===== src/rtl/bip_pkg.sv =====
// Shared definitions for the BIP control unit: opcodes, ACC mux codes and
// the halt state machine encoding.
package bip_pkg;

    localparam logic [4:0] OP_HLT  = 5'b00000;
    localparam logic [4:0] OP_STO  = 5'b00001;
    localparam logic [4:0] OP_LD   = 5'b00010;
    localparam logic [4:0] OP_LDI  = 5'b00011;
    localparam logic [4:0] OP_ADD  = 5'b00100;
    localparam logic [4:0] OP_ADDI = 5'b00101;
    localparam logic [4:0] OP_SUB  = 5'b00110;
    localparam logic [4:0] OP_SUBI = 5'b00111;

    localparam logic [1:0] SEL_A_DM  = 2'd0;
    localparam logic [1:0] SEL_A_IMM = 2'd1;
    localparam logic [1:0] SEL_A_ALU = 2'd2;

    typedef enum logic [1:0] {
        ST_RUN     = 2'd0,
        ST_NOTIFY  = 2'd1,
        ST_WAIT_TX = 2'd2,
        ST_HALTED  = 2'd3
    } state_t;

endpackage


===== src/rtl/bip_opcode_lut.sv =====
// Combinational opcode decoder: datapath enables, mux selects (with a flag
// saying whether the opcode assigns them), halt request and illegal flag.
module bip_opcode_lut
    import bip_pkg::*;
#(
    parameter int OPCODE_W      = 5,
    parameter bit ILLEGAL_HALTS = 1'b1
) (
    input  logic [OPCODE_W-1:0] opcode,
    output logic                wrPc,
    output logic                wrAcc,
    output logic                wrRam,
    output logic                rdRam,
    output logic                setSelA,
    output logic [1:0]          selA,
    output logic                setSelB,
    output logic                selB,
    output logic                setOp,
    output logic                op,
    output logic                isHalt,
    output logic                illegal
);

    always_comb begin
        wrPc    = 1'b0;
        wrAcc   = 1'b0;
        wrRam   = 1'b0;
        rdRam   = 1'b0;
        setSelA = 1'b0;
        selA    = SEL_A_DM;
        setSelB = 1'b0;
        selB    = 1'b0;
        setOp   = 1'b0;
        op      = 1'b0;
        isHalt  = 1'b0;
        illegal = (opcode > OPCODE_W'(OP_SUBI));

        if (illegal) begin
            // An illegal opcode either stops the machine or is skipped like a NOP.
            wrPc   = ~ILLEGAL_HALTS;
            isHalt = ILLEGAL_HALTS;
        end else begin
            case (opcode[4:0])
                OP_HLT:  isHalt = 1'b1;
                OP_STO:  begin wrPc = 1'b1; wrRam = 1'b1; end
                OP_LD:   begin
                    wrPc = 1'b1; rdRam = 1'b1; wrAcc = 1'b1;
                    setSelA = 1'b1; selA = SEL_A_DM;
                end
                OP_LDI:  begin
                    wrPc = 1'b1; wrAcc = 1'b1;
                    setSelA = 1'b1; selA = SEL_A_IMM;
                end
                OP_ADD, OP_SUB: begin
                    wrPc = 1'b1; rdRam = 1'b1; wrAcc = 1'b1;
                    setSelA = 1'b1; selA = SEL_A_ALU;
                    setSelB = 1'b1; selB = 1'b1;
                    setOp = 1'b1; op = (opcode[4:0] == OP_ADD);
                end
                OP_ADDI, OP_SUBI: begin
                    wrPc = 1'b1; wrAcc = 1'b1;
                    setSelA = 1'b1; selA = SEL_A_ALU;
                    setSelB = 1'b1; selB = 1'b0;
                    setOp = 1'b1; op = (opcode[4:0] == OP_ADDI);
                end
                default: ;
            endcase
        end
    end

endmodule


===== src/rtl/bip_control_unit.sv =====
// BIP control unit: registered opcode decode, halt/notify state machine and a
// saturating executed-instruction counter for the UART report.
module bip_control_unit
    import bip_pkg::*;
#(
    parameter int OPCODE_W      = 5,
    parameter int CNT_W         = 16,
    parameter bit ILLEGAL_HALTS = 1'b1
) (
    input  logic                clk,
    input  logic                reset,
    input  logic [OPCODE_W-1:0] i_opcode,
    input  logic                i_instr_valid,
    input  logic                i_tx_done,
    input  logic                i_resume,
    output logic                o_wr_pc,
    output logic [1:0]          o_sel_a,
    output logic                o_sel_b,
    output logic                o_wr_acc,
    output logic                o_op,
    output logic                o_wr_ram,
    output logic                o_rd_ram,
    output logic                o_tx_start,
    output logic                o_halted,
    output logic                o_illegal,
    output logic [CNT_W-1:0]    o_instr_count
);

    state_t             stateReg, stateNext;
    logic               accept;
    logic               lutWrPc, lutWrAcc, lutWrRam, lutRdRam;
    logic               lutSetSelA, lutSetSelB, lutSetOp;
    logic [1:0]         lutSelA;
    logic               lutSelB, lutOp, lutIsHalt, lutIllegal;
    logic               wrPcReg, wrAccReg, wrRamReg, rdRamReg;
    logic [1:0]         selAReg;
    logic               selBReg, opReg, illegalReg;
    logic [CNT_W-1:0]   countReg;
    logic               txStart, halted;

    // Instructions are only taken while running; everything else ignores valid.
    assign accept = (stateReg == ST_RUN) && i_instr_valid;

    bip_opcode_lut #(
        .OPCODE_W      (OPCODE_W),
        .ILLEGAL_HALTS (ILLEGAL_HALTS)
    ) u_lut (
        .opcode  (i_opcode),
        .wrPc    (lutWrPc),
        .wrAcc   (lutWrAcc),
        .wrRam   (lutWrRam),
        .rdRam   (lutRdRam),
        .setSelA (lutSetSelA),
        .selA    (lutSelA),
        .setSelB (lutSetSelB),
        .selB    (lutSelB),
        .setOp   (lutSetOp),
        .op      (lutOp),
        .isHalt  (lutIsHalt),
        .illegal (lutIllegal)
    );

    always_ff @(posedge clk or posedge reset) begin
        if (reset) begin
            stateReg   <= ST_RUN;
            wrPcReg    <= 1'b0;
            wrAccReg   <= 1'b0;
            wrRamReg   <= 1'b0;
            rdRamReg   <= 1'b0;
            selAReg    <= SEL_A_DM;
            selBReg    <= 1'b0;
            opReg      <= 1'b0;
            illegalReg <= 1'b0;
            countReg   <= '0;
        end else begin
            stateReg <= stateNext;
            wrPcReg  <= accept & lutWrPc;
            wrAccReg <= accept & lutWrAcc;
            wrRamReg <= accept & lutWrRam;
            rdRamReg <= accept & lutRdRam;
            if (accept && lutSetSelA) selAReg <= lutSelA;
            if (accept && lutSetSelB) selBReg <= lutSelB;
            if (accept && lutSetOp)   opReg   <= lutOp;
            if (accept && lutIllegal) illegalReg <= 1'b1;
            if (accept && (countReg != {CNT_W{1'b1}}))
                countReg <= countReg + CNT_W'(1);
        end
    end

    always_comb begin
        stateNext = stateReg;
        txStart   = 1'b0;
        halted    = 1'b1;
        case (stateReg)
            ST_RUN: begin
                halted = 1'b0;
                if (accept && lutIsHalt) stateNext = ST_NOTIFY;
            end
            // A tx_done arriving here is deliberately dropped.
            ST_NOTIFY: begin
                txStart   = 1'b1;
                stateNext = ST_WAIT_TX;
            end
            ST_WAIT_TX: if (i_tx_done) stateNext = ST_HALTED;
            ST_HALTED:  if (i_resume)  stateNext = ST_RUN;
            default:    stateNext = ST_RUN;
        endcase
    end

    assign o_wr_pc       = wrPcReg;
    assign o_wr_acc      = wrAccReg;
    assign o_wr_ram      = wrRamReg;
    assign o_rd_ram      = rdRamReg;
    assign o_sel_a       = selAReg;
    assign o_sel_b       = selBReg;
    assign o_op          = opReg;
    assign o_illegal     = illegalReg;
    assign o_instr_count = countReg;
    assign o_tx_start    = txStart;
    assign o_halted      = halted;

endmodule

===== config.mk =====
export PLATFORM = sky130hd
export DESIGN_NAME = bip_control_unit
export DESIGN_NICKNAME = d
export VERILOG_FILES = /design/src/rtl/bip_pkg.sv /design/src/rtl/bip_opcode_lut.sv /design/src/rtl/bip_control_unit.sv
export SDC_FILE = /design/constraint.sdc
export NUM_CORES = 1
export LEC_CHECK = 0
export CORE_MARGIN = 2
export CORE_UTILIZATION = 45
export DETAILED_ROUTE_END_ITERATION = 8
export PLACE_DENSITY = 0.76
export SYNTH_ARGS = -nofsm -noshare
export SYNTH_HDL_FRONTEND = slang
export SYNTH_SLANG_ARGS = --single-unit

===== constraint.sdc =====
create_clock -name clk -period 4.2 [get_ports clk]
set_clock_uncertainty 0.2 [all_clocks]
set_input_delay 0.42 -clock clk [delete_from_list [all_inputs] [get_ports clk]]
set_output_delay 0.42 -clock clk [all_outputs]
set_load 0.02 [all_outputs]

==> summary.txt <==
Synthesis
  • Synthesized netlist net count: 137
  • Synth Cell Area: 0.00134 mm^2
  • XOR/XNOR share of the synthesized area: 7.85%
  • Post-synthesis mux area share: under 10%
  • Post-synth cell types: 40
  • Post-synthesis sequential area ratio: between 50% and 60%
  • Post-synth EDFFs: 0
  • Main combinational cell family by area after synthesis: simple AND/OR/NAND/NOR gates
  • Syn Inst Count: around 120
  • Main synth FF type: dfrtp_1
  • Adder-Cell Fraction of Synth Area: 5.61%
  • Syn_area_per_cell: 11.1 um^2
  • Post-synth ARST share: 100%
  • Post-Synth Simple-Gate Area: between 20% and 30%
  • Synth Area in Compound Gates: around 7.4%
  • #FFs+latches synth: 27
  • Ys Warns: 0

Floorplan
  • Core area: about 0.0028 mm^2
  • Ports: 37
  • Die width: 58.5 um
  • Rows: 19
  • Full die area: about 0.0034 mm^2
  • Starting Density: between 40% and 50%
  • Die Y: 58.5 um

Worst setup path
  • Worst path required time: around 3.6 ns
  • Crit path kind: reg2out
  • Max FO, Critical Path: 6
  • Critical path launch point type: flip-flop
  • Crit path DAT: 1.82 ns
  • CP dominant cell by count: inv_1
  • CP max stage cell: clkdlybuf4s50_1
  • Crit-path cells: inv_1, ha_1, inv_1, clkdlybuf4s50_1
  • CP peak stage delay: ~0.6 ns
  • CP endpoint kind: output port

Timing
  • Tmin final: 2.44 ns
  • Tcrit/Tclk final: between 50% and 60%
  • Max Slew Vio Count: 0
  • Unrepaired setup endpoints after global routing: false
  • Setup total negative slack: 0 ns
  • FMAX: approximately 410 MHz
  • Worst slew pin tran: 0.992 ns
  • Final worst slack: 1.76 ns
  • Final setup fails: 0
  • Final hold viol count: 0
  • Slew HR: 33.8%

Clocking
  • Root buffer cell: clkbuf_4
  • Hold_buf cts: 0
  • TritonCTS clock tree: done
  • CTS Buf Count: 3
  • Post-CTS Resized: 0
  • Later-pin clock latency in the skew report: about 0.32 ns
  • Post-CTS setup buffer count: 0
  • CTS sink count: 27
  • CTS max path bufs: 2
  • CTS HTree Levels: 1
  • Worst-path clk slew: 0.14 ns

Global route
  • First-pass GRT wire length: between 4 and 5 mm
  • Pin count of the biggest net entering global routing: 28
  • M3 GR Usage: roughly 2.2%
  • Grt ovf: 0
  • GRT Util Overall: 17.3%
  • Number of global-route vias before repair: approximately 1100
  • GR met2 Demand/Resource: about 30%
  • Routing usage on met1: 22.2%
  • Initial antenna violation count: 0
  • Busiest grt layer: met2

Drt
  • Routed wire length: between 2 and 3 mm
  • Initial DRC count: 26
  • Wirelength per Cell: between 10 and 15 um
  • Drt drc: 0
  • Via count: approximately 1100
  • Remaining antenna violation count after routing: 0
  • Pre-antenna DRT Iters: 4
  • Via-to-Cell Ratio: 5.66

Power
  • Comb pwr share: 42.0%
  • Leakage: approximately 0.75 nW
  • Cell Pwr Density: 469 mW/mm^2
  • Internal: around 520 uW
  • Switch Pwr: between 300 and 400 uW
  • Clock power share: between 10% and 20%
  • Sequential group share of total power: between 40% and 50%
  • Sw frac: 37.3%
  • VDD IR-drop max: 0.420 mV

Place
  • I/O Buffers: 36
  • Routability congestion estimate: ~0.79
  • HPWL after detailed placement: slightly above 2 mm
  • Post-place setup slack: 1.95 ns

Outcome
  • Status: complete, no violations

Final layout
  • Fraction of layout cells with a size suffix above 1: under 10%
  • N_diodes: 0
  • Most frequent cells in the layout: clkdlybuf4s50_1 (36), dfrtp_1 (27), nand3_1 (9), nand2_1 (7)
  • Leading cell type in the layout, fill and taps excluded: clkdlybuf4s50_1
  • Count of nets after finishing: 176
  • P&R area growth vs syn: 31.1%

Hold path
  • Worst hold path class: reg2reg

Job
  • Max-Cap Viols: 0
## kinds of logic after synthesis
logic type	Yosys count
muxes	4
and+or+nand+nor	50
xor gates and xnor gates	12
AOI/OAI and AO/OA	15
buffers and inverters	7
DFF	27
adders and majority gates	6
## flip-flops by register name, summed over array words and instances, names as in the netlist
name,cells
o_instr_count,16
o_sel_a,2
stateReg,2
o_illegal,1
o_op,1
o_rd_ram,1
o_sel_b,1
o_wr_acc,1
o_wr_pc,1
o_wr_ram,1
## final timing paths
kind | start | endpoint | depth (start not counted) | slack (ns)
min | o_illegal | o_illegal | 1 | 0.31
min in group asynchronous | reset | o_rd_ram | 2 | 0.43
max | stateReg[0] | o_halted | 4 | 1.76
max in group asynchronous | reset | o_instr_count[3] | 2 | 2.78
max reg2reg | stateReg[0] | o_instr_count[13] | 6 | 2.10
min reg2reg | o_illegal | o_illegal | 1 | 0.31
## through the flow
stage	std cells	total power, mW	cell area (um^2)	hold slack [ns]	util [%]
detailed placement	186	0.720	1730	0.285	62.2
global route	190	0.877	1760	0.339	63.1
finish	190	0.824	1760	0.313	63.1
floorplan	121	0.571	1340	0.273	-
global placement	186	0.707	1730	0.267	62.2
CTS	190	0.833	1760	0.322	63.1
## worst max-delay path: cells and delay by family (launching register included)
family,cells,cell delay (ns)
buffers and inverters,3,0.80
flip-flops,1,0.41
adder cells (fa/ha/maj),1,0.28
## per-layer routing
| metal | vias to the layer above | wire (um) |
|---|---|---|
| met4 | 0 | 13 |
| li1 | 515 | - |
| met5 | - | 0 |
| met3 | 2 | 109 |
| met1 | 535 | 1180 |
| met2 | 23 | 1390 |
## area by class of cell
class	instances	area, um^2
Fill cell	243	1030
Timing Repair Buffer	36	360
Tap cell	31	38.8
Sequential cell	27	676
Inverter	5	18.8
Multi-Input combinational cell	87	636
Clock buffer	4	26.3
## cells in the mapped netlist, types with 2 or more instances
cell	count	area (um^2)
a21oi_1	4	20.0
and3_1	3	18.8
dfrtp_1	27	676
ha_1	6	75.1
inv_1	5	18.8
nand2_1	7	26.3
nand2b_1	2	12.5
nand3_1	9	45.0
nand4_1	5	31.3
nor2_1	6	22.5
nor3_1	3	15.0
nor4_1	3	18.8
nor4_2	2	25.0
o21a_1	2	15.0
o21ai_0	2	10.0
xnor2_1	6	52.6
xor2_1	6	52.6
## power by group through the flow
stage / clock network [mW] / registers, mW / logic [mW]
5_1_grt: 0.124 / 0.375 / 0.378
6_report: 0.113 / 0.365 / 0.346
3_3_place_gp: 0 / 0.368 / 0.340
3_5_place_dp: 0 / 0.370 / 0.350
4_1_cts: 0.116 / 0.366 / 0.352
2_1_floorplan: 0 / 0.413 / 0.158
(Power assumes the default switching activity.)
